`config.mk`:
```
export PLATFORM = sky130hd
export DESIGN_NAME = rfid_tag_packet_responder
export DESIGN_NICKNAME = d
export VERILOG_FILES = /design/src/rtl/rfid_tag_packet_responder_pkg.sv /design/src/rtl/rfid_tag_rn16_lfsr.sv /design/src/rtl/rfid_tag_packet_responder.sv
export SDC_FILE = /design/constraint.sdc
export NUM_CORES = 1
export LEC_CHECK = 0
export ABC_AREA = 1
export ABC_CLOCK_PERIOD_IN_PS = 6350
export BUFFER_PORTS_ARGS = -buffer_cell sky130_fd_sc_hd__buf_2
export CAP_MARGIN = 20
export CORE_ASPECT_RATIO = 0.8
export CORE_MARGIN = 5
export CORE_UTILIZATION = 50
export DETAILED_ROUTE_END_ITERATION = 12
export HOLD_SLACK_MARGIN = 0.12
export PLACE_DENSITY = 0.72
export SKIP_LAST_GASP = 1
export SYNTH_ARGS = -nofsm -noshare
export SYNTH_HDL_FRONTEND = slang
export SYNTH_SLANG_ARGS = --single-unit
export TNS_END_PERCENT = 1
```
`constraint.sdc`:
```
create_clock -name clk -period 6.35 [get_ports clk]
set_input_delay 1.27 -clock clk [delete_from_list [all_inputs] [get_ports clk]]
set_output_delay 1.27 -clock clk [all_outputs]
set_load 0.005 [all_outputs]
```
`src/rtl/rfid_tag_packet_responder_pkg.sv`:
```
// Gen2 tag-side constants shared with the reader packet rxtx: opcode prefixes, frame lengths,
// tag inventory states and the slot-mask helper.
package rfid_tag_packet_responder_pkg;

    typedef enum logic [2:0] {
        StReady        = 3'd0,
        StArbitrate    = 3'd1,
        StReply        = 3'd2,
        StAcknowledged = 3'd3,
        StOpen         = 3'd4
    } tag_state_e;

    typedef enum logic [2:0] {
        CmdInvalid,
        CmdQueryRep,
        CmdAck,
        CmdQuery,
        CmdQueryAdj,
        CmdReqRn
    } cmd_e;

    // Frame lengths in bits, CRC included
    localparam logic [6:0] QueryRepLen = 7'd4;
    localparam logic [6:0] AckLen      = 7'd18;
    localparam logic [6:0] QueryLen    = 7'd22;
    localparam logic [6:0] QueryAdjLen = 7'd9;
    localparam logic [6:0] ReqRnLen    = 7'd40;

    localparam logic [1:0] QueryRepOp = 2'b00;
    localparam logic [1:0] AckOp      = 2'b01;
    localparam logic [3:0] QueryOp    = 4'b1000;
    localparam logic [3:0] QueryAdjOp = 4'b1001;
    localparam logic [7:0] ReqRnOp    = 8'b1100_0001;

    localparam logic [2:0] UpdnInc  = 3'b110;
    localparam logic [2:0] UpdnDec  = 3'b011;
    localparam logic [2:0] UpdnHold = 3'b000;

    localparam logic [15:0] LfsrTaps = 16'hB400;
    localparam logic [14:0] SlotWrap = 15'h7FFF;

    localparam logic [6:0] RepLenRn16   = 7'd16;
    localparam logic [6:0] RepLenEpc    = 7'd112;
    localparam logic [6:0] RepLenHandle = 7'd32;

    // (1 << q) - 1, limited to the 15-bit slot counter
    function automatic logic [14:0] slot_mask(input logic [3:0] q);
        logic [15:0] one_hot;
        one_hot = 16'd1 << q;
        return 15'(one_hot - 16'd1);
    endfunction

endpackage

```
`src/rtl/rfid_tag_rn16_lfsr.sv`:
```
// Free-running 16-bit Galois LFSR supplying RN16 values and slot draws; steps every clock.
module rfid_tag_rn16_lfsr
    import rfid_tag_packet_responder_pkg::*;
#(
    parameter logic [15:0] Seed = 16'hACE1
) (
    input  logic        clk,
    input  logic        reset,
    output logic [15:0] lfsr_o
);

    logic [15:0] lfsr_q;
    logic [15:0] lfsr_d;

    always_comb begin
        lfsr_d = {1'b0, lfsr_q[15:1]};
        if (lfsr_q[0]) begin
            lfsr_d = lfsr_d ^ LfsrTaps;
        end
        // The all-zero state is a lock-up point; only reachable from a zero seed
        if (lfsr_d == 16'h0) begin
            lfsr_d = Seed;
        end
    end

    always_ff @(posedge clk or posedge reset) begin
        if (reset) begin
            lfsr_q <= Seed;
        end else begin
            lfsr_q <= lfsr_d;
        end
    end

    assign lfsr_o = lfsr_q;

endmodule

```
`src/rtl/rfid_tag_packet_responder.sv`:
```
// Tag-side Gen2 packet responder: collects decoded PIE bits, parses inventory commands, runs the
// tag inventory state machine and launches backscatter replies via a go pulse.
module rfid_tag_packet_responder
    import rfid_tag_packet_responder_pkg::*;
#(
    parameter logic [15:0] LFSR_SEED = 16'hACE1,
    parameter logic [15:0] PC_WORD   = 16'h3000,
    parameter logic [95:0] EPC       = 96'h0
) (
    input  logic         clk,
    input  logic         reset,
    input  logic         rx_start_i,
    input  logic         rx_bit_valid_i,
    input  logic         rx_bit_i,
    input  logic         rx_end_i,
    input  logic         tx_busy_i,
    output logic         tx_go_o,
    output logic [6:0]   tx_len_o,
    output logic [111:0] tx_data_o,
    output logic [2:0]   bs_miller_o,
    output logic         bs_trext_o,
    output logic         bs_dr_o,
    output logic [2:0]   tag_state_o,
    output logic [15:0]  handle_o
);

    logic [15:0] lfsr;

    rfid_tag_rn16_lfsr #(
        .Seed(LFSR_SEED)
    ) u_lfsr (
        .clk   (clk),
        .reset (reset),
        .lfsr_o(lfsr)
    );

    // Bit collector
    logic [63:0] sr_q;
    logic [6:0]  cnt_q;
    logic        active_q;

    always_ff @(posedge clk or posedge reset) begin
        if (reset) begin
            sr_q     <= '0;
            cnt_q    <= '0;
            active_q <= 1'b0;
        end else if (rx_start_i) begin
            sr_q     <= '0;
            cnt_q    <= '0;
            active_q <= 1'b1;
        end else begin
            if (rx_bit_valid_i && active_q) begin
                sr_q <= {sr_q[62:0], rx_bit_i};
                if (cnt_q != 7'd127) begin
                    cnt_q <= cnt_q + 7'd1;
                end
            end
            if (rx_end_i) begin
                active_q <= 1'b0;
            end
        end
    end

    // No accepted command is longer than 40 bits
    logic unused_sr;
    assign unused_sr = ^sr_q[63:40];

    // Inventory state
    tag_state_e    state_q;
    logic [3:0]    q_q;
    logic [14:0]   slot_q;
    logic [1:0]    session_q;
    logic [15:0]   handle_q;
    logic [2:0]    miller_q;
    logic          trext_q;
    logic          dr_q;
    logic          tx_go_q;
    logic [6:0]    tx_len_q;
    logic [111:0]  tx_data_q;

    // Command decode, valid only in the rx_end cycle
    cmd_e        cmd;
    logic [3:0]  adj_q;
    logic [3:0]  draw_q;
    logic [14:0] draw_slot;
    logic        frame_done;
    logic        in_round;
    logic        ack_match;
    logic        reqrn_ok;

    always_comb begin
        cmd   = CmdInvalid;
        adj_q = q_q;
        if (cnt_q == QueryRepLen && sr_q[3:2] == QueryRepOp && sr_q[1:0] == session_q) begin
            cmd = CmdQueryRep;
        end else if (cnt_q == AckLen && sr_q[17:16] == AckOp) begin
            cmd = CmdAck;
        end else if (cnt_q == QueryLen && sr_q[21:18] == QueryOp) begin
            cmd = CmdQuery;
        end else if (cnt_q == QueryAdjLen && sr_q[8:5] == QueryAdjOp
                     && sr_q[4:3] == session_q) begin
            case (sr_q[2:0])
                UpdnInc: begin
                    cmd   = CmdQueryAdj;
                    adj_q = (q_q == 4'hF) ? q_q : q_q + 4'd1;
                end
                UpdnDec: begin
                    cmd   = CmdQueryAdj;
                    adj_q = (q_q == 4'h0) ? q_q : q_q - 4'd1;
                end
                UpdnHold: cmd = CmdQueryAdj;
                default:  cmd = CmdInvalid;
            endcase
        end else if (cnt_q == ReqRnLen && sr_q[39:32] == ReqRnOp) begin
            cmd = CmdReqRn;
        end

        draw_q    = (cmd == CmdQuery) ? sr_q[8:5] : adj_q;
        draw_slot = lfsr[14:0] & slot_mask(draw_q);
    end

    assign frame_done = rx_end_i && active_q && !tx_busy_i;
    assign in_round   = (state_q == StReply) || (state_q == StAcknowledged) || (state_q == StOpen);
    assign ack_match  = (sr_q[15:0] == handle_q);
    assign reqrn_ok   = ((state_q == StAcknowledged) || (state_q == StOpen))
                        && (sr_q[31:16] == handle_q);

    always_ff @(posedge clk or posedge reset) begin
        if (reset) begin
            state_q   <= StReady;
            q_q       <= '0;
            slot_q    <= '0;
            session_q <= '0;
            handle_q  <= '0;
            miller_q  <= '0;
            trext_q   <= 1'b0;
            dr_q      <= 1'b0;
            tx_go_q   <= 1'b0;
            tx_len_q  <= '0;
            tx_data_q <= '0;
        end else begin
            tx_go_q <= 1'b0;
            if (frame_done) begin
                unique case (cmd)
                    CmdQuery, CmdQueryAdj: begin
                        if (cmd == CmdQuery) begin
                            dr_q      <= sr_q[17];
                            miller_q  <= {1'b0, sr_q[16:15]};
                            trext_q   <= sr_q[14];
                            session_q <= sr_q[11:10];
                        end
                        q_q      <= draw_q;
                        slot_q   <= draw_slot;
                        handle_q <= lfsr;
                        if (draw_slot == 15'd0) begin
                            state_q   <= StReply;
                            tx_go_q   <= 1'b1;
                            tx_len_q  <= RepLenRn16;
                            tx_data_q <= {96'h0, lfsr};
                        end else begin
                            state_q <= StArbitrate;
                        end
                    end
                    CmdQueryRep: begin
                        unique case (state_q)
                            StArbitrate: begin
                                if (slot_q == 15'd0) begin
                                    slot_q <= SlotWrap;
                                end else begin
                                    slot_q <= slot_q - 15'd1;
                                    if (slot_q == 15'd1) begin
                                        state_q   <= StReply;
                                        tx_go_q   <= 1'b1;
                                        tx_len_q  <= RepLenRn16;
                                        tx_data_q <= {96'h0, handle_q};
                                    end
                                end
                            end
                            StReply: begin
                                state_q <= StArbitrate;
                                slot_q  <= SlotWrap;
                            end
                            StAcknowledged, StOpen: state_q <= StReady;
                            default: ;
                        endcase
                    end
                    CmdAck: begin
                        if (in_round) begin
                            if (ack_match) begin
                                state_q   <= StAcknowledged;
                                tx_go_q   <= 1'b1;
                                tx_len_q  <= RepLenEpc;
                                tx_data_q <= {PC_WORD, EPC};
                            end else begin
                                state_q <= StArbitrate;
                            end
                        end
                    end
                    CmdReqRn: begin
                        if (reqrn_ok) begin
                            handle_q  <= lfsr;
                            state_q   <= StOpen;
                            tx_go_q   <= 1'b1;
                            tx_len_q  <= RepLenHandle;
                            tx_data_q <= {80'h0, lfsr, 16'h0};
                        end else if (in_round) begin
                            state_q <= StArbitrate;
                        end
                    end
                    default: begin
                        if (in_round) begin
                            state_q <= StArbitrate;
                        end
                    end
                endcase
            end
        end
    end

    assign tx_go_o     = tx_go_q;
    assign tx_len_o    = tx_len_q;
    assign tx_data_o   = tx_data_q;
    assign bs_miller_o = miller_q;
    assign bs_trext_o  = trext_q;
    assign bs_dr_o     = dr_q;
    assign tag_state_o = state_q;
    assign handle_o    = handle_q;

endmodule

```
==> After elaboration in Yosys (flattened, before gate mapping) <==
Index checks and enable logic that the tools add are counted.
{ "totals": {"register_bits": 228, "out_inout_bits": 144, "wordCells": 160, "in_bits": 7} }
{ "op_classes": {"reduce_logical": 37, "eq_ne": 38, "shift": 1, "add_sub_neg": 5, "n_bitwise": 2, "mux": 62} }
{ "ops": {"columns": ["cell", "count"], "rows": [
  ["two-way mux 112 bit", 7],
  ["one-hot mux 112 bit (4 select lines)", 1],
  ["two-way mux 40 bit", 2],
  ["two-way mux 7 bit", 10],
  ["one-hot mux 15 bit (2 select lines)", 2],
  ["two-way mux 16 bit", 3],
  ["two-way mux 3 bit", 11],
  ["equality test 16 bit", 2],
  ["one-hot mux 16 bit (2 select lines)", 1],
  ["zero test 15 bit", 2],
  ["subtractor 15 x 1 -> 15 bit (second input constant)", 2],
  ["two-way mux 4 bit", 7],
  ["one-hot mux 7 bit (4 select lines)", 1],
  ["zero test 16 bit", 1],
  ["bitwise AND 15 bit", 1],
  ["equality test 15 x 1 -> 1 bit (second input constant)", 1],
  ["equality test 3 x 2 -> 1 bit (second input constant)", 5],
  ["two-way mux 15 bit", 1],
  ["<< shifter 1 x 4 -> 15 bit (first input constant)", 1],
  ["equality test 7 x 5 -> 1 bit (second input constant)", 2],
  ["equality test 3 bit (second input constant)", 4],
  ["equality test 4 bit (second input constant)", 3],
  ["!= test 2 bit (second input constant)", 6],
  ["one-hot mux 3 bit (4 select lines)", 1],
  ["35 further kinds", 68]
]} }

==> Logic depth before layout (Yosys ltp) <==
{ "depth": {"depth_word": 16, "mapped_depth": 29} }

==> Modules after synthesis <==
A second synthesis with hierarchy kept.
{ "hier_totals": {"cells_unflattened": 1187, "hier_area_um2": 9113.7} }
{ "by_module_without_submodules": {"columns": ["module", "area_per_inst_um2", "n_inst", "cells_per_inst", "seq_area_each_um2"], "rows": [
  ["rfid_tag_packet_responder", 8519.4, 1, 1130, 3228.1],
  ["rfid_tag_rn16_lfsr", 594.3, 1, 57, 410.4]
]} }

==> Worst setup path after synthesis <==
Ideal clock, no wire load.
{ "synth_timing": {"path_kind": "reg2reg", "startpoint": "register cnt_q[1]", "endpoint": "register tx_len_q[4], in the netlist tx_len_o[4]", "period_less_slack_ns": 3.241, "path_stages_with_launch": 25, "required_ns": 6.209, "arrival_time_ns": 3.100, "path_slack_ns": 3.109, "path_cell_list": "dfrtp_1 > inv_1 > ha_1 > nand2_1 > nor3_1 > inv_1 > nor2_1 > nand2_1 > nand3_2 > nand2_4 > nand2_1 > inv_1 > nand2_1 > ha_1 > clkbuf_1 > nand2_2 > o21ai_0 > nand2_1 > nand2_1 > nor2_2 > nand2_2 > nand2_4 > nand2_2 > clkbuf_1 > o21ai_1"} }
{ "synth_between": {"elab_chain_len": 15} }
{ "synth_rtl": {"columns": ["element", "line", "rtl"], "rows": [
  ["start, declared", "rfid_tag_packet_responder.sv:39", "logic [6:0] cnt_q;"],
  ["start signal, assigned", "rfid_tag_packet_responder.sv:55", "cnt_q <= cnt_q + 7'd1;"],
  ["equality test 7 x 6 -> 1 bit or equality test 7 x 4 -> 1 bit (tied branches)", "rfid_tag_packet_responder.sv:114, rfid_tag_packet_responder.sv:100", null],
  ["logical AND 1 bit (on tied branches)", "rfid_tag_packet_responder.sv:114, rfid_tag_packet_responder.sv:100", null],
  ["two-way mux 3 bit or logical AND 1 bit (tied branches)", "rfid_tag_packet_responder.sv:114, rfid_tag_packet_responder.sv:101", null],
  ["two-way mux 3 bit", "rfid_tag_packet_responder.sv:100", "end else if (cnt_q == QueryAdjLen && sr_q[8:5] == QueryAdjOp"],
  ["two-way mux 3 bit", "rfid_tag_packet_responder.sv:98", "end else if (cnt_q == QueryLen && sr_q[21:18] == QueryOp) begin"],
  ["two-way mux 3 bit", "rfid_tag_packet_responder.sv:96", "end else if (cnt_q == AckLen && sr_q[17:16] == AckOp) begin"],
  ["two-way mux 3 bit", "rfid_tag_packet_responder.sv:94", "if (cnt_q == QueryRepLen && sr_q[3:2] == QueryRepOp && sr_q[1:0] == session_q) begin"],
  ["equality test 3 x 2 -> 1 bit", "rfid_tag_packet_responder.sv:118, rfid_tag_packet_responder.sv:144", null],
  ["two-way mux 4 bit", "rfid_tag_packet_responder.sv:118", "draw_q = (cmd == CmdQuery) ? sr_q[8:5] : adj_q;"],
  ["<< shifter 1 x 4 -> 15 bit", "rfid_tag_packet_responder_pkg.sv:49", "one_hot = 16'd1 << q;"],
  ["subtractor 15 x 1 -> 15 bit", "rfid_tag_packet_responder_pkg.sv:50", "return 15'(one_hot - 16'd1);"],
  ["bitwise AND 15 bit", "rfid_tag_packet_responder.sv:119", "draw_slot = lfsr[14:0] & slot_mask(draw_q);"],
  ["zero test 15 bit", "rfid_tag_packet_responder.sv:155", "if (draw_slot == 15'd0) begin"],
  ["!= test 2 bit (no source line)", null, null],
  ["AND reduction 9 bit (no source line)", null, null],
  ["end signal, assigned", "rfid_tag_packet_responder.sv:158", "tx_len_q <= RepLenRn16;"],
  ["end signal, assigned", "rfid_tag_packet_responder.sv:174", "tx_len_q <= RepLenRn16;"],
  ["end signal, assigned", "rfid_tag_packet_responder.sv:192", "tx_len_q <= RepLenEpc;"],
  ["end, declared", "rfid_tag_packet_responder.sv:78", "logic [6:0] tx_len_q;"]
]} }
Parallel ways exist; a longest one is shown, timed or not.
A chain may end at the register's enable or synchronous reset.

==> Worst setup path in the final report <==
{ "layout_timing": {"startpoint": "register q_q[0]", "endpoint": "register tx_data_q[14], in the netlist tx_data_o[14]"} }
{ "layout_between": {"elab_chain_len": 14} }
{ "layout_rtl": {"columns": ["element", "line", "rtl"], "rows": [
  ["start, declared", "rfid_tag_packet_responder.sv:70", "logic [3:0] q_q;"],
  ["start signal, assigned", "rfid_tag_packet_responder.sv:152", "q_q <= draw_q;"],
  ["subtractor 4 x 1 -> 4 bit, or another cell as far along", "rfid_tag_packet_responder.sv:109", "adj_q = (q_q == 4'h0) ? q_q : q_q - 4'd1;"],
  ["two-way mux 4 bit (on tied branches)", "rfid_tag_packet_responder.sv:109, rfid_tag_packet_responder.sv:105", null],
  ["one-hot mux 4 bit (2 select lines)", "rfid_tag_packet_responder.sv:102", "case (sr_q[2:0])"],
  ["two-way mux 4 bit", "rfid_tag_packet_responder.sv:100", null],
  ["two-way mux 4 bit", "rfid_tag_packet_responder.sv:98", null],
  ["two-way mux 4 bit", "rfid_tag_packet_responder.sv:96", null],
  ["two-way mux 4 bit *", "rfid_tag_packet_responder.sv:94", null],
  ["two-way mux 4 bit *", "rfid_tag_packet_responder.sv:118", null],
  ["<< shifter 1 x 4 -> 15 bit *", "rfid_tag_packet_responder_pkg.sv:49", null],
  ["subtractor 15 x 1 -> 15 bit *", "rfid_tag_packet_responder_pkg.sv:50", null],
  ["bitwise AND 15 bit *", "rfid_tag_packet_responder.sv:119", null],
  ["zero test 15 bit *", "rfid_tag_packet_responder.sv:155", null],
  ["!= test 2 bit (no source line) *", null, null],
  ["AND reduction 9 bit (no source line) *", null, null],
  ["end signal, assigned", "rfid_tag_packet_responder.sv:159", "tx_data_q <= {96'h0, lfsr};"],
  ["end signal, assigned", "rfid_tag_packet_responder.sv:175", "tx_data_q <= {96'h0, handle_q};"],
  ["end signal, assigned", "rfid_tag_packet_responder.sv:193", "tx_data_q <= {PC_WORD, EPC};"],
  ["end, declared", "rfid_tag_packet_responder.sv:79", "logic [111:0] tx_data_q;"]
]} }
Every way passes the cells marked *; elsewhere a longest branch is shown, timed or not.

==> results by group <==
Finish
  – Most frequent cells in the layout: nand2_1, inv_1, dfrtp_1, nand3_1, o21ai_0
  – Fill count: 1745
  – NumNets Final: between 1000 and 1500
  – Area added between synthesis and finish: 8.41%
  – Final Instance Count excl. Fillers: 1531
  – Layout cells sized above 1: 0.111
  – Most common cell after layout, fill and taps aside: nand2_1
  – Antenna diodes: 0

Placed design
  – Dpl hpwl: ~19 mm
  – Placed cells: 1499
  – IO Port Bufs: 67
  – Final RePlAce weighted congestion: between 0.9 and 1

Clock tree
  – Clock buffer depth: 2
  – H-tree levels: 4
  – # Post-CTS Setup Buffers: 0
  – CTS clk-pin slew, worst paths: ~0.07 ns
  – Clock Root Buffer: clkbuf_16
  – Post_cts resized: 0
  – CTS tree: built
  – CTS buffer count: 17
  – Cts hold-fix bufs: 0
  – CTS Sinks: 145
  – Clock Latency Late Sink: 0.43 ns

Timing
  – Slew @ Worst Pin: 1.11 ns
  – RSZ-0062 raised after global routing: false
  – Tmin final: 4.29 ns
  – Final Hold Fails: 0
  – Setup Viol. Count Final: 0
  – Slew Limit Fails: 0
  – Final Cycle Share: 0.675
  – Slew HR: 0.260
  – Final setup TNS: 0 ns
  – Max Clock Skew: 0.0142 ns
  – Max frequency: 233 MHz

Floorplan
  – Die Wd: 160 µm
  – Die H: 130 µm
  – Row Count: 44
  – I/O pin count: 151
  – Total die area: 0.0209 mm²
  – Core ar.: 0.0179 mm²
  – Initial Utilization: 0.504

Setup path
  – CP max FO: 56
  – Crit end category: flip-flop
  – R2R depth: 25
  – CP Launch Type: flip-flop
  – Register-to-register setup slack: 2.06 ns
  – Kind of critical path: flip-flop to flip-flop
  – Crit path DAT: between 4 and 5 ns
  – Worst path required time: 6.67 ns
  – Reg2reg start: q_q[0]$_DFFE_PP0P_
  – Capture point of the worst reg-to-reg path: tx_data_o[14]$_DFFE_PP0P_

Detailed routing
  – WL final: roughly 26 mm
  – Vias: about 8200
  – Vias per inst: 5.36
  – Post-route antenna net violation count: 0
  – Detailed Routing Iterations Pass 1: 8
  – DR iter-0 viols: 1180
  – WL per Instance: 16.8 µm
  – DRC: 0

Global routing
  – Total GRT Usage: 0.244
  – Initial antenna violation count: 0
  – Grt ovf: 0
  – Via count of the first global-routing pass: between 7000 and 8000
  – Largest net degree at the start of global routing: around 110
  – First-pass GRT wire length: 39.8 mm

Status
  – Status: complete, no violations

Synthesis
  – Asr flop ratio synth: 1.00
  – Mapped cell area: 0.00904 mm²
  – Post-Synth Adder-Cell Area: 0.0125
  – Synth cell types: 53
  – Post-synthesis compound-gate area fraction: 0.109
  – Syn Area/Cell: 7.29 µm²
  – Predominant post-synthesis flop cell: dfrtp_1
  – Post-synthesis sequential area ratio: 0.402
  – Mux cell area share after synthesis: 0.00111
  – Main combinational cell family by area after synthesis: simple AND/OR/NAND/NOR gates
  – Yosys synthesis warning count: 0
  – Synth Area in Simple Gates: 0.279
  – Synth Area in XOR/XNOR: 0.0232
  – Cells after Synth: 1240
  – Yosys reg bits: 145
  – Post-synth EDFFs: 0

Power and ir drop
  – Max VDD drop: 0.173 mV
  – Leak: 5.05 nW
  – Power Dens Cells: 239 mW/mm²

Hold path
  – HP Start: u_lfsr.lfsr_o[10]$_DFF_PP1_
  – WHS Path Cells: 0
  – Hold Path Class: flip-flop to flip-flop
  – WHS Endpoint: u_lfsr.lfsr_o[9]$_DFF_PP0_

Job
  – Max Cap Violations: 0
-- layout make-up --
type | count | area [µm²] | share of cell area
Clock inverter | 15 | 176 | 0.0180
Sequential cell | 145 | 3640 | 0.371
Multi-Input combinational cell | 859 | 4170 | 0.425
Tap cell | 230 | 288 | 0.0294
Inverter | 191 | 722 | 0.0736
Timing Repair Buffer | 74 | 388 | 0.0396
Clock buffer | 17 | 425 | 0.0434
-- cells by family (layout without fill, tap and decap cells) --
kind of cell    count (synthesis)  count (layout)
fa+ha+maj                       9               9
compound gates                174             174
simple gates                  568             568
flops                         145             145
other cells                     1              83
buf+inv                       318             297
xor+xnor                       24              24
mux                             1               1
-- power by group --
part | total (W) | internal (W) | switching, W
combinational | 0.000280 | 0.0000909 | 0.000190
sequential | 0.00103 | 0.000975 | 0.0000512
clock | 0.00103 | 0.000592 | 0.000440
-- state kept, by name (all words and copies together), names as in the netlist, 2 cells and up --
signal         cells
bs_miller_o        2
cnt_q              7
handle_o          16
q_q                4
session_q          2
slot_q            15
sr_q              40
tag_state_o        3
tx_data_o         33
tx_len_o           3
u_lfsr.lfsr_o     16
-- routing by layer --
layer / share of wire / vias to the layer above / track usage / wire length, µm
met4: 0.022 / 0 / 0.0698 / 556
met5: 0 / - / 0 / 0
li1: - / 3936 / - / -
met2: 0.41 / 431 / 0.343 / 10600
met3: 0.099 / 48 / 0.0572 / 2550
met1: 0.47 / 3788 / 0.374 / 12000
-- worst max-delay path, cell delays in order (launching register included) --
cell	delay (ns)
dfrtp_1	0.46
inv_1	0.20
ha_1	0.26
nand2_1	0.13
nand3_1	0.14
nand3_1	0.09
nand2_1	0.09
nand3_1	0.09
nand2_2	0.18
nand2_1	0.17
inv_1	0.11
nand2_1	0.07
ha_1	0.29
or2_2	0.31
nand2_1	0.07
nor2_1	0.04
nand2_1	0.08
nor2_1	0.04
nand3_1	0.08
nor2_2	0.05
nand2_2	0.09
nand2_4	0.13
nand2_2	0.71
nand2_1	0.14
nand2_1	0.10
inv_1	0.04
-- worst max path at each step --
stage	startpoint	end	slack, ns	cells after the start
4_1_cts	q_q[0]$_DFFE_PP0P_	tx_data_o[14]$_DFFE_PP0P_	2.09	27
6_report	q_q[0]$_DFFE_PP0P_	tx_data_o[14]$_DFFE_PP0P_	2.06	25
3_3_place_gp	q_q[0]$_DFFE_PP0P_	tx_data_o[13]$_DFFE_PP0P_	2.22	27
2_1_floorplan	reset	active_q$_DFFE_PP0P_	1.20	1
5_1_grt	q_q[0]$_DFFE_PP0P_	tx_data_o[6]$_DFFE_PP0P_	1.60	26
3_5_place_dp	q_q[0]$_DFFE_PP0P_	tx_data_o[14]$_DFFE_PP0P_	2.11	27
-- synthesized netlist by cell type (3+ instances only) --
cell / count / share of area
nand2_1: 273 / 0.11
inv_1: 185 / 0.077
dfrtp_1: 137 / 0.38
nand3_1: 116 / 0.064
o21ai_0: 92 / 0.051
nor2_1: 87 / 0.036
buf_4: 84 / 0.070
clkbuf_1: 31 / 0.013
nand4_1: 24 / 0.017
nor3_1: 22 / 0.012
o21ai_1: 21 / 0.012
nor4_1: 18 / 0.012
xor2_1: 17 / 0.016
a21oi_1: 15 / 0.0083
o22ai_1: 15 / 0.010
ha_1: 9 / 0.012
dfstp_2: 8 / 0.023
nor2_2: 7 / 0.0048
o31ai_1: 7 / 0.0058
xnor2_1: 7 / 0.0068
nand2_2: 6 / 0.0042
buf_2: 5 / 0.0028
buf_6: 5 / 0.0062
inv_2: 5 / 0.0021
o211ai_1: 5 / 0.0042
nand2_4: 3 / 0.0037
nand3_2: 3 / 0.0033
-- per-stage QoR --
stage / power (W) / hold WS, ns / setup WS (ns) / area [µm²] / utilization
after floorplan: 0.00126 / 0.469 / 1.20 / 9350 / -
after global routing: 0.00244 / 0.424 / 1.60 / 9800 / 0.546
final: 0.00234 / 0.414 / 2.06 / 9800 / 0.546
after CTS: 0.00234 / 0.416 / 2.09 / 9800 / 0.546
after global placement: 0.00131 / 0.399 / 2.22 / 9200 / 0.513
after detailed placement: 0.00132 / 0.407 / 2.11 / 9200 / 0.513
Note: power is estimated with default switching activity, not from simulation.
